### src/rtl/uart_rx_idle_timer_if.sv
// uart_rx_idle_timer_if: control, event and status signals of the RX idle timer
interface uart_rx_idle_timer_if #(
  parameter int CNT_W  = 16,
  parameter int TO_W   = 4,
  parameter int BYTE_W = 8
);
  logic              en_i;
  logic              clr_i;
  logic [CNT_W-1:0]  baud_i;
  logic [TO_W-1:0]   to_chars_i;
  logic              rx_start_i;
  logic              rx_done_i;
  logic              rx_timeout_o;
  logic              armed_o;
  logic [BYTE_W-1:0] byte_cnt_o;
  logic [BYTE_W-1:0] frame_len_o;
  logic              cnt_ovf_o;
  modport master (
    output en_i, clr_i, baud_i, to_chars_i, rx_start_i, rx_done_i,
    input  rx_timeout_o, armed_o, byte_cnt_o, frame_len_o, cnt_ovf_o
  );
  modport slave (
    input  en_i, clr_i, baud_i, to_chars_i, rx_start_i, rx_done_i,
    output rx_timeout_o, armed_o, byte_cnt_o, frame_len_o, cnt_ovf_o
  );
endinterface

### src/rtl/uart_rx_idle_timer.sv
// uart_rx_idle_timer: counts RX bytes and times the line gap, pulsing on idle timeout
module uart_rx_idle_timer #(
  parameter int CNT_W     = 16,
  parameter int CHAR_BITS = 10,
  parameter int TO_W      = 4,
  parameter int BYTE_W    = 8
) (
  input logic clk_i,
  input logic rst_ni,
  uart_rx_idle_timer_if.slave bus
);
  localparam int IDX_W = CHAR_BITS > 1 ? $clog2(CHAR_BITS) : 1;
  typedef enum logic [1:0] {IDLE, RECV, ARMED} state_t;
  state_t state, state_d;
  logic [CNT_W-1:0]  bit_cnt, baud_m1;
  logic [IDX_W-1:0]  bit_idx;
  logic [TO_W-1:0]   char_cnt;
  logic [TO_W:0]     char_nxt;
  logic [BYTE_W-1:0] byte_cnt, frame_len;
  logic              tmo, ovf;
  logic              clear, bit_end, char_end, expire, fire, run, sat;
  assign clear    = bus.clr_i || !bus.en_i;
  assign baud_m1  = bus.baud_i == '0 ? '0 : bus.baud_i - CNT_W'(1);
  // >= rather than == so threshold changes while armed apply without a restart
  assign bit_end  = bit_cnt >= baud_m1;
  assign char_end = bit_end && bit_idx >= IDX_W'(CHAR_BITS - 1);
  assign char_nxt = {1'b0, char_cnt} + (TO_W + 1)'(1);
  assign sat      = &byte_cnt;
  always_comb begin
    expire  = state == ARMED && char_end && char_nxt >= {1'b0, bus.to_chars_i};
    fire    = expire && !clear && !bus.rx_done_i && !bus.rx_start_i;
    run     = state == ARMED && !clear && !bus.rx_done_i && !bus.rx_start_i && !expire;
    state_d = clear           ? IDLE :
              bus.rx_done_i   ? (bus.to_chars_i != '0 ? ARMED : IDLE) :
              bus.rx_start_i  ? RECV :
              expire          ? IDLE : state;
  end
  always_ff @(posedge clk_i or negedge rst_ni)
    if (!rst_ni) state <= IDLE;
    else state <= state_d;
  always_ff @(posedge clk_i or negedge rst_ni)
    if (!rst_ni) begin
      bit_cnt   <= '0;
      bit_idx   <= '0;
      char_cnt  <= '0;
      byte_cnt  <= '0;
      frame_len <= '0;
      tmo       <= 1'b0;
      ovf       <= 1'b0;
    end else begin
      bit_cnt   <= run ? (bit_end ? '0 : bit_cnt + CNT_W'(1)) : '0;
      bit_idx   <= run ? (char_end ? '0 : bit_end ? bit_idx + IDX_W'(1) : bit_idx) : '0;
      char_cnt  <= run ? (char_end ? char_nxt[TO_W-1:0] : char_cnt) : '0;
      tmo       <= fire;
      byte_cnt  <= clear || fire ? '0 :
                   bus.rx_done_i ? (sat ? byte_cnt : byte_cnt + BYTE_W'(1)) : byte_cnt;
      ovf       <= clear || fire ? 1'b0 : ovf | (bus.rx_done_i && sat);
      frame_len <= fire ? byte_cnt : frame_len;
    end
  assign bus.rx_timeout_o = tmo;
  assign bus.armed_o      = state == ARMED;
  assign bus.byte_cnt_o   = byte_cnt;
  assign bus.frame_len_o  = frame_len;
  assign bus.cnt_ovf_o    = ovf;
endmodule

### src/flat_wrapper.sv
// flat-port wrapper written by rule: the top's interface ports become plain ports
module uart_rx_idle_timer_flat 
#(
  parameter int CNT_W     = 16,
  parameter int CHAR_BITS = 10,
  parameter int TO_W      = 4,
  parameter int BYTE_W    = 8
)
  (clk_i, rst_ni, bus_en_i, bus_clr_i, bus_baud_i, bus_to_chars_i, bus_rx_start_i, bus_rx_done_i, bus_rx_timeout_o, bus_armed_o, bus_byte_cnt_o, bus_frame_len_o, bus_cnt_ovf_o);
  uart_rx_idle_timer_if #(.CNT_W(CNT_W), .TO_W(TO_W), .BYTE_W(BYTE_W)) bus_i ();
  input logic clk_i;
  input logic rst_ni;
  input wire logic [$bits(bus_i.en_i)-1:0] bus_en_i;
  input wire logic [$bits(bus_i.clr_i)-1:0] bus_clr_i;
  input wire logic [$bits(bus_i.baud_i)-1:0] bus_baud_i;
  input wire logic [$bits(bus_i.to_chars_i)-1:0] bus_to_chars_i;
  input wire logic [$bits(bus_i.rx_start_i)-1:0] bus_rx_start_i;
  input wire logic [$bits(bus_i.rx_done_i)-1:0] bus_rx_done_i;
  output wire logic [$bits(bus_i.rx_timeout_o)-1:0] bus_rx_timeout_o;
  output wire logic [$bits(bus_i.armed_o)-1:0] bus_armed_o;
  output wire logic [$bits(bus_i.byte_cnt_o)-1:0] bus_byte_cnt_o;
  output wire logic [$bits(bus_i.frame_len_o)-1:0] bus_frame_len_o;
  output wire logic [$bits(bus_i.cnt_ovf_o)-1:0] bus_cnt_ovf_o;
  assign bus_i.en_i = bus_en_i;
  assign bus_i.clr_i = bus_clr_i;
  assign bus_i.baud_i = bus_baud_i;
  assign bus_i.to_chars_i = bus_to_chars_i;
  assign bus_i.rx_start_i = bus_rx_start_i;
  assign bus_i.rx_done_i = bus_rx_done_i;
  assign bus_rx_timeout_o = bus_i.rx_timeout_o;
  assign bus_armed_o = bus_i.armed_o;
  assign bus_byte_cnt_o = bus_i.byte_cnt_o;
  assign bus_frame_len_o = bus_i.frame_len_o;
  assign bus_cnt_ovf_o = bus_i.cnt_ovf_o;
  uart_rx_idle_timer #(.CNT_W(CNT_W), .CHAR_BITS(CHAR_BITS), .TO_W(TO_W), .BYTE_W(BYTE_W)) u_core (.clk_i(clk_i), .rst_ni(rst_ni), .bus(bus_i));
endmodule
### config.mk
export PLATFORM = sky130hd
export DESIGN_NAME = uart_rx_idle_timer_flat
export DESIGN_NICKNAME = d
export VERILOG_FILES = /design/src/rtl/uart_rx_idle_timer_if.sv /design/src/rtl/uart_rx_idle_timer.sv /design/src/flat_wrapper.sv
export SDC_FILE = /design/constraint.sdc
export NUM_CORES = 1
export LEC_CHECK = 0
export CAP_MARGIN = 15
export CORE_MARGIN = 3
export CORE_UTILIZATION = 35
export CTS_BUF_LIST = sky130_fd_sc_hd__clkbuf_4 sky130_fd_sc_hd__clkbuf_8
export DETAILED_ROUTE_END_ITERATION = 12
export DONT_BUFFER_PORTS = 1
export MAX_ROUTING_LAYER = met4
export SYNTH_ARGS = -nofsm -noshare
export SYNTH_HDL_FRONTEND = slang
export SYNTH_SLANG_ARGS = --single-unit
### constraint.sdc
create_clock -name clk_i -period 5.2 [get_ports clk_i]
set_clock_uncertainty 0.1 [all_clocks]
set_input_delay 0.78 -clock clk_i [delete_from_list [all_inputs] [get_ports clk_i]]
set_output_delay 0.78 -clock clk_i [all_outputs]
set_load 0.02 [all_outputs]
==> results of run 1 <==
==> worst paths after layout <==
kind | end | depth (start not counted)
max | u_core.bus.frame_len_o[6]$_DFFE_PN0P_ | 13
min | u_core.bus.byte_cnt_o[7]$_DFFE_PN0P_ | 0
max reg2reg | u_core.bus.frame_len_o[6]$_DFFE_PN0P_ | 8
min reg2reg | u_core.bit_idx[3]$_DFFE_PN0P_ | 2
max in group asynchronous | u_core.bit_idx[1]$_DFFE_PN0P_ | 0
min in group clk_i | u_core.state[0]$_DFFE_PN0P_ | 1
==> power by group through the flow <==
| stage | combinational, mW | clock [mW] | sequential [mW] |
|---|---|---|---|
| after global routing | 0.0380 | 0.293 | 0.345 |
| after global placement | 0.0323 | 0 | 0.352 |
| after floorplan | 0.0264 | 0 | 0.351 |
| final | 0.0325 | 0.270 | 0.345 |
| after CTS | 0.0332 | 0.278 | 0.345 |
| after detailed placement | 0.0329 | 0 | 0.352 |
==> logic make-up after synthesis <==
kind of cell | share of synthesized area
fa+ha+maj | 0.123
mux | 0.0420
buf+inv | 0.0271
xor+xnor | 0.104
flops | 0.385
compound gates | 0.0766
simple gates | 0.242
==> critical path, delay by kind of cell <==
| kind | cells | cell delay, ns |
|---|---|---|
| AO/OA/AOI/OAI | 2 | 0.20 |
| AND/OR/NAND/NOR | 8 | 2.85 |
| buffers and inverters | 1 | 0.22 |
| multiplexers | 1 | 0.39 |
| adder cells (fa/ha/maj) | 1 | 0.29 |
==> layout make-up <==
class,instances,area share
Clock buffer,5,0.0222
Clock inverter,3,0.0149
Inverter,12,0.0145
Multi-Input combinational cell,247,0.542
Sequential cell,44,0.355
Tap cell,102,0.0412
Timing Repair Buffer,4,0.00969
==> stage by stage <==
stage | power [mW] | cells | instance area [um2] | worst slack [ns] | hold slack [ns]
after floorplan | 0.378 | 309 | 2860 | 0.391 | 0.384
after global placement | 0.384 | 409 | 2980 | 0.255 | 0.385
after detailed placement | 0.385 | 409 | 2980 | 0.206 | 0.385
after CTS | 0.656 | 417 | 3100 | 0.542 | 0.0485
after global routing | 0.677 | 417 | 3100 | 0.259 | 0.0360
final | 0.647 | 417 | 3100 | 0.567 | 0.0631
==> registers in the layout (all words and copies together), names as in the netlist <==
signal	flops
u_core.state	2
u_core.bus.cnt_ovf_o	1
u_core.bus.frame_len_o	8
u_core.bus.rx_timeout_o	1
u_core.bit_cnt	16
u_core.bit_idx	4
u_core.char_cnt	4
u_core.bus.byte_cnt_o	8
==> synth_stat cells, drive strengths merged <==
cell type  number  share of area
nor3           10          0.018
nand3b          2         0.0053
a32o            1         0.0035
mux2i           3          0.011
o21a            1         0.0026
nand2b          2         0.0044
xnor2          14          0.043
ha             28           0.12
nand2          35          0.046
inv            12          0.016
a2111o          1         0.0039
nor3b           2         0.0053
buf             3         0.0074
and2            2         0.0044
nand3           8          0.014
and4            1         0.0031
mux2            8          0.032
or2             3         0.0066
o21ai           6          0.011
or3             5          0.014
a21oi          11          0.019
or2b            1         0.0026
nor2b           2         0.0044
a211oi          1         0.0026
or4             3          0.011
o211ai          2         0.0053
nor4            4         0.0088
xor2           20          0.061
and3            5          0.011
a41oi           1         0.0031
nand4           8          0.018
o31ai           1         0.0026
a2111oi         1         0.0031
a21boi          1         0.0026
nand4b          1         0.0031
a221oi          1         0.0031
o22ai           2         0.0044
clkbuf          3         0.0039
nor2           45          0.060
a21o            3         0.0079
nor4b           1         0.0031
dfrtp          44           0.39
a31oi           1         0.0022
==> routing by layer <==
| layer | global-route usage | routed length, um | vias up |
|---|---|---|---|
| li1 | - | - | 1084 |
| met1 | 0.169 | 2550 | 1013 |
| met5 | - | 0 | - |
| met2 | 0.206 | 2680 | 26 |
| met4 | 0.0479 | 75 | 0 |
| met3 | 0.0321 | 166 | 7 |
==> metrics.cfg, run 1 <==
[run_status]
outcome = finished, final reports clean

[die]
start_util = 0.366
fp.dieH_um = 96.4
die_w_um = 96.4
coreArea_mm2 = 0.00781
dieArea_mm2 = 0.00929
fp-row-count = 32
ios = 45

[critical_path]
critPathLaunch = bus_baud_i[9]
r2r_start = u_core.bit_cnt[13]$_DFF_PN0_
cpMostUsedCell = nor3_1
required_ns = 5.29
cp_max_fo = 11
crit_arrival_ns = 4.73
critPathLaunchType = input port
end_kind = flop
slowest_stage = or4_2
criticalPathCategory = in -> reg
r2r_slack_ns = 2.32
slowest_delay_ns = 0.63
path_cells = or4_4 -> or3_4 -> or4_2 -> nor3_1 -> a21oi_1 -> ha_1 -> nand4_1 -> or3_1 -> nor3_1 -> o31ai_1 -> buf_4 -> nor2_2 -> mux2_2

[clock_tree]
cts_tree = built
cts_buffer_depth = 2
clk_pin_slew_ns = 0.09
cts_root_buf = clkbuf_8
postCtsSetupRepairBufs = 0
htree_num_levels = 2
insertion_delay_ns = 0.30
numCtsBuffers = 5
cts_resized = 0
cts_hold_buffers = 0
cts_num_sinks = 44

[job]
cap_violations = 0

[layout]
area_growth_pct = 8.41
post-route-util = 0.397
multiInputGateArea_mm2 = 0.00168
final_cell_mix = 44 x nor2_1, 44 x dfrtp_1, 35 x nand2_1, 28 x ha_1, 20 x xor2_1
fin_nets = 368
diodes = 0
fill_cells = 795
seq_area_mm2 = 0.00110
final_layout_size_suffix_gt1_frac = 0.0889

[yosys]
synth_seq_cells = 44
syn_area_mm2 = 0.00286
yosysSeqAreaShare = 0.385
synthesis.nets = 363
yosysUniqueCellTypes = 49
syn_inst = 309
synth_area_per_cell_um2 = 9.25
ys_warn_count = 0

[pwr]
p_int_mw = 0.503
p_leak_nw = 1.39
p_per_area_mw_per_mm2 = 209
ir_drop_mv = 0.137
pwr-share-comb = 0.050
p_switching_mw = 0.145
seqPwrFrac = 0.533
power_frac_clock = 0.417
swShare = 0.223

[timing]
fmax_mhz = 216
rsz0062_at_grt = false
fin_crit_ns = 4.63
timing.final.crit_share = 0.891
setup_viol = 0
finalHoldViolCount = 0
setup_tns_ns = 0
maxSlewViolCount = 0
slew_headroom = 0.569
worst_pin_slew_ns = 0.643

[place]
io_buffers = 0
hpwl_mm = 4.19
gp_congestion = 0.740

[drt]
drt_iter0_drc = 121
post_drt_wl_per_cell_um = 13.1
drtPass1Iterations = 4
post-route-drc-count = 0
wl_mm = 5.47
vias = 2130
ant_nets = 0
vias_per_cell = 5.11

[global_routing]
grt_use_total = 0.133
grt_pass1_vias = 2045
grt_first_pass_wirelength_mm = 9.44
overflow = 0
grt_antenna_before_repair = 0
grt_max_degree = 45

[worst_hold_path]
hp-class = in -> async

Power figures use the tool's default switching activity.
==> inputs of run 2 (changes only) <==
--- a/config.mk
+++ b/config.mk
@@ -5,13 +5,14 @@
 export SDC_FILE = /design/constraint.sdc
 export NUM_CORES = 1
 export LEC_CHECK = 0
-export CAP_MARGIN = 15
+export CAP_MARGIN = 20
 export CORE_MARGIN = 3
 export CORE_UTILIZATION = 35
 export CTS_BUF_LIST = sky130_fd_sc_hd__clkbuf_4 sky130_fd_sc_hd__clkbuf_8
 export DETAILED_ROUTE_END_ITERATION = 12
 export DONT_BUFFER_PORTS = 1
 export MAX_ROUTING_LAYER = met4
+export SETUP_SLACK_MARGIN = 0.05
 export SYNTH_ARGS = -nofsm -noshare
 export SYNTH_HDL_FRONTEND = slang
 export SYNTH_SLANG_ARGS = --single-unit
==> results of run 2 <==
Same layout as run 1: the final DEF is identical, and so are final timing and power.
==> inputs of run 3 (changes only) <==
--- a/config.mk
+++ b/config.mk
@@ -5,7 +5,6 @@
 export SDC_FILE = /design/constraint.sdc
 export NUM_CORES = 1
 export LEC_CHECK = 0
-export CAP_MARGIN = 20
 export CORE_MARGIN = 3
 export CORE_UTILIZATION = 35
 export CTS_BUF_LIST = sky130_fd_sc_hd__clkbuf_4 sky130_fd_sc_hd__clkbuf_8
==> results of run 3 <==
Same layout as run 1: the final DEF is identical, and so are final timing and power.
